[src/rtl/keypad_pkg.sv]
// Shared types and constants for the 4x4 keypad column scanner.
package keypad_pkg;
  localparam int NUM_COLS = 4;
  localparam int NUM_ROWS = 4;

  typedef enum logic [1:0] {IDLE, SETTLE, SAMPLE, ADVANCE} state_t;

  typedef logic [3:0] key_code_t;

  // Index of the lowest set bit; 0 when the vector is empty.
  function automatic logic [1:0] lowest_row(input logic [NUM_ROWS-1:0] v);
    lowest_row = 2'd0;
    for (int i = NUM_ROWS - 1; i >= 0; i--) begin
      if (v[i]) lowest_row = 2'(i);
    end
  endfunction
endpackage

[src/rtl/keypad_key_filter.sv]
// Debounce history and stable state for the four keys of one column.
module keypad_key_filter
  import keypad_pkg::*;
#(
  parameter int DEBOUNCE_SCANS = 2
) (
  input  logic                clk,
  input  logic                rst,
  input  logic                en,
  input  logic [NUM_ROWS-1:0] sample,
  input  logic [NUM_ROWS-1:0] set_stable,
  output logic [NUM_ROWS-1:0] candidate
);

  genvar gi;
  generate
    for (gi = 0; gi < NUM_ROWS; gi++) begin : g_key
      logic [DEBOUNCE_SCANS-1:0] hist_reg;
      logic [DEBOUNCE_SCANS-1:0] hist_next;
      logic                      stable_reg;

      if (DEBOUNCE_SCANS == 1) begin : g_one
        assign hist_next = sample[gi];
      end else begin : g_many
        assign hist_next = {hist_reg[DEBOUNCE_SCANS-2:0], sample[gi]};
      end

      // The current sample counts toward the run, so a press qualifies on the sample that completes it.
      assign candidate[gi] = en && (&hist_next) && !stable_reg;

      always_ff @(posedge clk or posedge rst) begin
        if (rst) begin
          hist_reg   <= '0;
          stable_reg <= 1'b0;
        end else if (en) begin
          hist_reg <= hist_next;
          if (hist_next == '0) stable_reg <= 1'b0;
          else if (set_stable[gi]) stable_reg <= 1'b1;
        end
      end
    end
  endgenerate

endmodule

[src/rtl/keypad_scanner.sv]
// Column-drive keypad scanner: walks the columns, debounces every key and
// hands each new press to the consumer through a single holding register.
module keypad_scanner
  import keypad_pkg::*;
#(
  parameter int SETTLE_CYCLES  = 4,
  parameter int DEBOUNCE_SCANS = 2
) (
  input  logic                clk,
  input  logic                rst,
  input  logic                scan_en,
  input  logic [NUM_ROWS-1:0] row,
  output logic [NUM_COLS-1:0] col,
  output logic                key_valid,
  output key_code_t           key_code,
  input  logic                key_ready,
  output logic                overrun,
  input  logic                ovr_clr
);

  logic [NUM_ROWS-1:0] row_meta;
  logic [NUM_ROWS-1:0] row_sync;
  state_t              state;
  logic [1:0]          col_idx;
  logic [7:0]          settle_cnt;

  always_ff @(posedge clk or posedge rst) begin
    if (rst) begin
      row_meta <= '0;
      row_sync <= '0;
    end else begin
      row_meta <= row;
      row_sync <= row_meta;
    end
  end

  // The column register moves together with the state, so col stays driven through ADVANCE.
  always_ff @(posedge clk or posedge rst) begin
    if (rst) begin
      state      <= IDLE;
      col_idx    <= 2'd0;
      settle_cnt <= 8'd0;
      col        <= '0;
    end else begin
      case (state)
        IDLE: begin
          if (scan_en) begin
            state      <= SETTLE;
            settle_cnt <= 8'd0;
            col        <= 4'b0001 << col_idx;
          end
        end
        SETTLE: begin
          if (settle_cnt == 8'(SETTLE_CYCLES - 1)) state <= SAMPLE;
          else settle_cnt <= settle_cnt + 8'd1;
        end
        SAMPLE: state <= ADVANCE;
        ADVANCE: begin
          col_idx <= col_idx + 2'd1;
          if (scan_en) begin
            state      <= SETTLE;
            settle_cnt <= 8'd0;
            col        <= 4'b0001 << (col_idx + 2'd1);
          end else begin
            state <= IDLE;
            col   <= '0;
          end
        end
        default: begin
          state <= IDLE;
          col   <= '0;
        end
      endcase
    end
  end

  logic [NUM_ROWS-1:0] cand     [NUM_COLS];
  logic [NUM_ROWS-1:0] set_mask [NUM_COLS];
  logic [NUM_ROWS-1:0] cur_cand;
  logic [1:0]          sel_row;
  logic                emit;
  logic                drop;

  assign cur_cand = cand[col_idx];
  assign emit     = |cur_cand;
  assign sel_row  = lowest_row(cur_cand);
  assign drop     = emit && key_valid && !key_ready;

  genvar gi;
  generate
    for (gi = 0; gi < NUM_COLS; gi++) begin : g_col
      assign set_mask[gi] = (emit && col_idx == 2'(gi)) ? (4'b0001 << sel_row) : 4'b0000;

      keypad_key_filter #(
        .DEBOUNCE_SCANS(DEBOUNCE_SCANS)
      ) u_filter (
        .clk       (clk),
        .rst       (rst),
        .en        (state == SAMPLE && col_idx == 2'(gi)),
        .sample    (row_sync),
        .set_stable(set_mask[gi]),
        .candidate (cand[gi])
      );
    end
  endgenerate

  // A press arriving while the register is full is lost but still marked stable.
  always_ff @(posedge clk or posedge rst) begin
    if (rst) begin
      key_valid <= 1'b0;
      key_code  <= '0;
      overrun   <= 1'b0;
    end else begin
      if (emit && (!key_valid || key_ready)) begin
        key_code  <= {col_idx, sel_row};
        key_valid <= 1'b1;
      end else if (key_valid && key_ready) begin
        key_valid <= 1'b0;
      end
      if (drop) overrun <= 1'b1;
      else if (ovr_clr) overrun <= 1'b0;
    end
  end

endmodule

[config.mk]
export PLATFORM = sky130hd
export DESIGN_NAME = keypad_scanner
export DESIGN_NICKNAME = d
export VERILOG_FILES = /design/src/rtl/keypad_pkg.sv /design/src/rtl/keypad_key_filter.sv /design/src/rtl/keypad_scanner.sv
export SDC_FILE = /design/constraint.sdc
export NUM_CORES = 1
export LEC_CHECK = 0
export ABC_AREA = 1
export CAP_MARGIN = 20
export CORE_UTILIZATION = 50
export CTS_CLUSTER_SIZE = 20
export DETAILED_ROUTE_END_ITERATION = 10
export PLACE_DENSITY = 0.71
export SYNTH_ARGS = -nofsm -noshare
export SYNTH_HDL_FRONTEND = slang
export SYNTH_SLANG_ARGS = --single-unit
[constraint.sdc]
create_clock -name clk -period 4.14 [get_ports clk]
set_input_delay 1.242 -clock clk [delete_from_list [all_inputs] [get_ports clk]]
set_output_delay 1.242 -clock clk [all_outputs]
set_load 0.005 [all_outputs]
## Word-level counts from Yosys, hierarchy flattened

Cells that the tools add are included.
Widths: inputs -> output; s select.

| word-level totals | value |
|---|---|
| bits in registers | 62 |
| bits of input ports | 9 |
| output and inout bits | 10 |

| cells by class | value |
|---|---|
| $add $sub $neg | 2 |
| order comparisons | 1 |
| equal/unequal tests | 11 |
| shifts and indexed selects | 3 |
| multiplexer cells | 57 |
| bitwise logic cells | 1 |
| reduce and logical (&&, ||, !) cells | 138 |

Operators with widths:

| cell | number |
|---|---|
| $reduce_and 2->1 | 34 |
| $logic_and 1x1->1 | 44 |
| $reduce_bool 2->1 | 20 |
| $mux 1 | 37 |
| $logic_not 2->1 | 18 |
| $mux 4 | 8 |
| $logic_not 1->1 | 18 |
| $mux 8 | 2 |
| $pmux 8 s2 | 1 |
| $mux 2 | 6 |
| $shl 1x2->4 const A | 3 |
| $add 8x1->8 const B | 1 |
| $bmux 4 s2 | 1 |
| $eq 2x2->1 const B | 4 |
| $eq 8x2->1 const B | 1 |
| $pmux 2 s4 | 1 |
| $pmux 4 s2 | 1 |
| $ne 2x2->1 const B | 3 |
| $eq 2x1->1 const B | 2 |
| $reduce_or 4->1 | 1 |
| $ge 3x3->1 const B | 1 |
| $not 2->3 | 1 |
| $reduce_and 3->1 | 1 |
| $add 2x1->2 const B | 1 |
| 3 further kinds | 3 |

## Depth between registers and ports, before layout

| depth | value |
|---|---|
| word-level depth | 15 |
| depth in mapped cells | 13 |

## Cells and area by module

A second synthesis with hierarchy kept.

| unflattened totals | value |
|---|---|
| cell total of the unflattened synthesis | 448 |
| area total of the unflattened synthesis | 3,587.2 um^2 |

By module, submodules not included:

| module | instances | cells an instance | area each (um^2) | sequential area each (um^2) |
|---|---|---|---|---|
| keypad_key_filter | 4 | 55 | 449.2 | 200.2 |
| keypad_scanner | 1 | 228 | 1,790.5 | 750.7 |

## Worst setup path after synthesis

No wires, ideal clock.

| path | value |
|---|---|
| path kind | input -> register |
| start | input port scan_en |
| end | register settle_cnt[6] |
| library setup time | 0.126 ns |
| arrival | 1.865 ns |
| required time | 4.014 ns |
| setup slack | 2.149 ns |
| cell stages on the path | 4 |
| cell sequence | or2_2 -> nand2_1 -> buf_2 -> o21ai_0 |

| on the way | value |
|---|---|
| word-level cells in the longest chain between the ends | 2 |

Ends and longest elaborated chain:

| item | line | text |
|---|---|---|
| start: declaration | keypad_scanner.sv:11 | `input logic scan_en,` |
| $ne 2x1->1 (no line) | n/a |  |
| $reduce_and 3->1 (no line) | n/a |  |
| end signal: assignment | keypad_scanner.sv:55 | `else settle_cnt <= settle_cnt + 8'd1;` |
| end: declaration | keypad_scanner.sv:25 | `logic [7:0] settle_cnt;` |

No other way between the ends.
A chain may end at the register's enable or synchronous reset.

## Worst setup path in the final report

| path | value |
|---|---|
| start | register col_idx[0] |
| end | register g_col[0].u_filter.g_key[0].stable_reg |

| on the way | value |
|---|---|
| word-level cells in the longest chain between the ends | 15 |
| elaborated cells on any way between the ends | 54 |
| those cells by class | eq/ne: 3; shift: 1; mux: 8; bitwise: 1; reduce/logical: 41 |

Ends and longest elaborated chain:

| item | line | text |
|---|---|---|
| start: declaration | keypad_scanner.sv:24 | `logic [1:0] col_idx;` |
| start signal: assignment | keypad_scanner.sv:59 | `col_idx <= col_idx + 2'd1;` |
| $eq 2x2->1, or another cell as far along | keypad_scanner.sv:99 | `.en (state == SAMPLE && col_idx == 2'(gi)),` |
| $logic_and 1x1->1 | keypad_scanner.sv:99 |  |
| $logic_and 1x1->1 (2 in a row) | keypad_key_filter.sv:29 | `assign candidate[gi] = en && (&hist_next) && !stable_reg;` |
| $bmux 4 s2 | keypad_scanner.sv:84 | `assign cur_cand = cand[col_idx];` |
| $mux 4 (implied by the code) (2 in a row) | keypad_scanner.sv:84 |  |
| $mux 2 (4 in a row) | keypad_pkg.sv:14 | `if (v[i]) lowest_row = 2'(i);` |
| $shl 1x2->4 | keypad_scanner.sv:92 | `assign set_mask[gi] = (emit && col_idx == 2'(gi)) ? (4'b0001 << sel_row) : 4'b0000;` |
| $mux 4 | keypad_scanner.sv:92 |  |
| $reduce_bool 2->1 (no line) | n/a |  |
| $reduce_and 2->1 (no line) (*) | n/a |  |
| end signal: assignment | keypad_key_filter.sv:34 | `stable_reg <= 1'b0;` |
| end signal: assignment | keypad_key_filter.sv:37 | `if (hist_next == '0) stable_reg <= 1'b0;` |
| end signal: assignment | keypad_key_filter.sv:38 | `else if (set_stable[gi]) stable_reg <= 1'b1;` |
| end: declaration | keypad_key_filter.sv:20 | `logic stable_reg;` |

Every way passes the cells marked *; elsewhere a longest branch is shown, timed or not. The select of a mux whose other input is x is not followed.

==> impl_metrics.ini <==
[die]
start_util = 0.524
die_y_um = 81.0
ioPinCount = 19
die_area_sq_um = 6570
die_w_um = 81.0
core_sq_um = 5960
num_rows = 28

[pwr]
total_power_mw = 2.52
seq_power_share = 0.383
pwr-share-comb = 0.403
power_frac_clock = 0.214
p_per_area_nw_per_um2 = 708
net-switching-power_mw = 1.03
p_int_mw = 1.50
netSwitchingFraction = 0.407
leakagePower_nw = 1.76
peakVddDrop_v = 0.000386

[outcome]
outcome = finished clean

[job]
cap_violations = 0

[grt]
grt_overflow = 0
grt_max_degree = 39
antenna_found_initial = 0
track_usage = 0.233
grt_pass1_wl_mm = 11.3
grt_pass1_vias = 2393

[worst_setup_path]
critPathCaptureType = flop
critPathMaxFanout = 15
worstPathArrival_ns = 2.71
critPathMaxStageDelay_ns = 0.67
path_common_cell = nand3_1
path_class = flop to flop
crit_required_ns = 4.37
start_kind = flop
crit_chain = inv_1, ha_1, nand2_1, inv_2, nand3_1, nand3_1, nand2_2, nand2_4, nor2_4, nor2_1, nand3_1, a21oi_1
cp_slowest_cell = dfrtp_1

[finish]
final_cell_mix = nand2_1 (64), dfrtp_1 (62), inv_1 (47), nor2_1 (40), nand3_1 (35)
final_common_cell = nand2_1
final_layout_size_suffix_gt1_frac = 0.118
num-fill-cells = 536
num-nets-final = 414
antenna_cells = 0
areaGrowthSynthToFinish_pct = 14.1
fin_cells = 475

[logic_synthesis]
yosys_warnings = 0
ys_seq_area_frac = 0.497
syn_area_per_cell_sq_um = 8.40
synth.net_count = 391
synth.ff_latch_count = 62
syn_area_sq_um = 3120
synthCells = 372
yosysUniqueCellTypes = 31

[timing]
worst_slew_pin_slew_ns = 0.778
max_slew_margin = 0.480
period_minus_slack_ns = 2.49
finalSetupViolations = 0
finalHoldViolCount = 0
drv_slew = 0
rsz0062_at_grt = no
fin_skew_ns = 0.00573
fmax_mhz = 402
whs_ns = 0.349
final.period_utilization = 0.601
setup_slack_ns = 1.65
fin_setup_tns_ns = 0

[placed_design]
hpwl_mm = 4.65
port-buffer-count = 18
dp_cells = 459
place_ws_ns = 1.55
globalplace.congestion = 0.877

[clocking]
cts_tree = done
cts_hold_buf = 0
clock_sinks = 62
insertion_delay_ns = 0.34
cts_buffer_depth = 2
post_cts_buffers = 0
clock-root-buffer = clkbuf_8
numCtsBuffers = 9
ctsResizeCount = 0
htreeDepth = 3
clkTransAtPathRegs_ns = 0.07

[routing]
drt_iter0_markers = 168
drtAntennaViolNets = 0
dr.pass1.iters = 5
wire_per_inst_um = 13.8
drcViolationCount = 0
drt-vias-per-instance = 5.28
vias = 2509
routed_wl_mm = 6.54

[min_path]
hp-class = flop to flop
==> layer usage <==
metal,wire length [um],global-route usage,vias to the layer above
met1,3100,0.310,1177
met2,3020,0.367,65
met5,0,0,-
met4,108,0.0982,0
li1,-,-,1258
met3,309,0.0506,9
==> logic make-up after synthesis <==
family,after synthesis,share of synthesized area
compound gates,56,0.105
xor+xnor,3,0.00841
fa+ha+maj,10,0.0401
buf+inv,63,0.0829
flops,62,0.497
mux,4,0.0144
simple gates,174,0.252
==> per-stage QoR <==
step | area [sq um] | utilization
after floorplan | 3120 | -
after global placement | 3360 | 0.564
after detailed placement | 3360 | 0.564
after CTS | 3560 | 0.598
after global routing | 3560 | 0.598
final | 3560 | 0.598
==> Yosys cell counts <==
library cell / count / area, sq um
dfrtp_1: 62 / 1550
inv_4: 1 / 6.26
o21ai_0: 30 / 150
buf_6: 2 / 22.5
inv_1: 48 / 180
o21bai_1: 2 / 15.0
nand2_2: 6 / 37.5
nor2_4: 1 / 11.3
buf_2: 1 / 5.00
nor4_1: 1 / 6.26
xor2_1: 3 / 26.3
o21ai_4: 1 / 16.3
mux2_2: 4 / 45.0
buf_1: 1 / 3.75
ha_1: 10 / 125
nor3_1: 14 / 70.1
inv_2: 6 / 22.5
nor2_2: 2 / 12.5
nand3b_1: 1 / 7.51
nor2_1: 40 / 150
o22ai_1: 5 / 31.3
or2_2: 5 / 31.3
buf_4: 1 / 7.51
clkbuf_1: 3 / 11.3
a32oi_1: 4 / 35.0
nand2_1: 64 / 240
a31oi_1: 8 / 50.1
a21oi_1: 6 / 30.0
nand2_4: 3 / 33.8
nand4_1: 2 / 12.5
nand3_1: 35 / 175
==> critical path, delay by kind of cell, from the launching register on <==
| kind | cells | cell delay [ns] |
|---|---|---|
| fa+ha+maj | 1 | 0.27 |
| flops | 1 | 0.67 |
| buf+inv | 2 | 0.32 |
| compound gates | 1 | 0.07 |
| simple gates | 8 | 1.07 |
==> power by group through the flow <==
stage	sequential, mW	combinational [mW]	clock, mW
finish	0.966	1.02	0.541
floorplan	0.928	0.775	0
global route	0.995	1.15	0.573
global placement	0.972	0.992	0
CTS	0.963	1.02	0.549
detailed placement	0.974	1.01	0
==> layout make-up <==
cell class | instances | area (sq um) | area share
Clock inverter | 4 | 45.0 | 0.0126
Inverter | 55 | 209 | 0.0587
Timing Repair Buffer | 20 | 195 | 0.0548
Clock buffer | 12 | 155 | 0.0436
Sequential cell | 62 | 1550 | 0.436
Tap cell | 75 | 93.8 | 0.0263
Multi-Input combinational cell | 247 | 1310 | 0.368
==> path summary, 6_finish.rpt <==
check | from | endpoint | slack, ns | cells past startpoint
worst max register to register | col_idx[0]$_DFFE_PP0P_ | g_col[0].u_filter.g_key[0].stable_reg$_DFFE_PP0P_ | 1.65 | 12
worst min register to register | row_meta[1]$_DFF_PP0_ | row_sync[1]$_DFF_PP0_ | 0.35 | 0
worst max-delay path | col_idx[0]$_DFFE_PP0P_ | g_col[0].u_filter.g_key[0].stable_reg$_DFFE_PP0P_ | 1.65 | 12
max in group asynchronous | rst | g_col[1].u_filter.g_key[0].hist_reg[0]$_DFFE_PP0N_ | 2.08 | 3
min in group asynchronous | rst | row_meta[1]$_DFF_PP0_ | 1.36 | 2
worst min-delay path | row_meta[1]$_DFF_PP0_ | row_sync[1]$_DFF_PP0_ | 0.35 | 0
No activity file was read; power rests on OpenSTA's default activity.
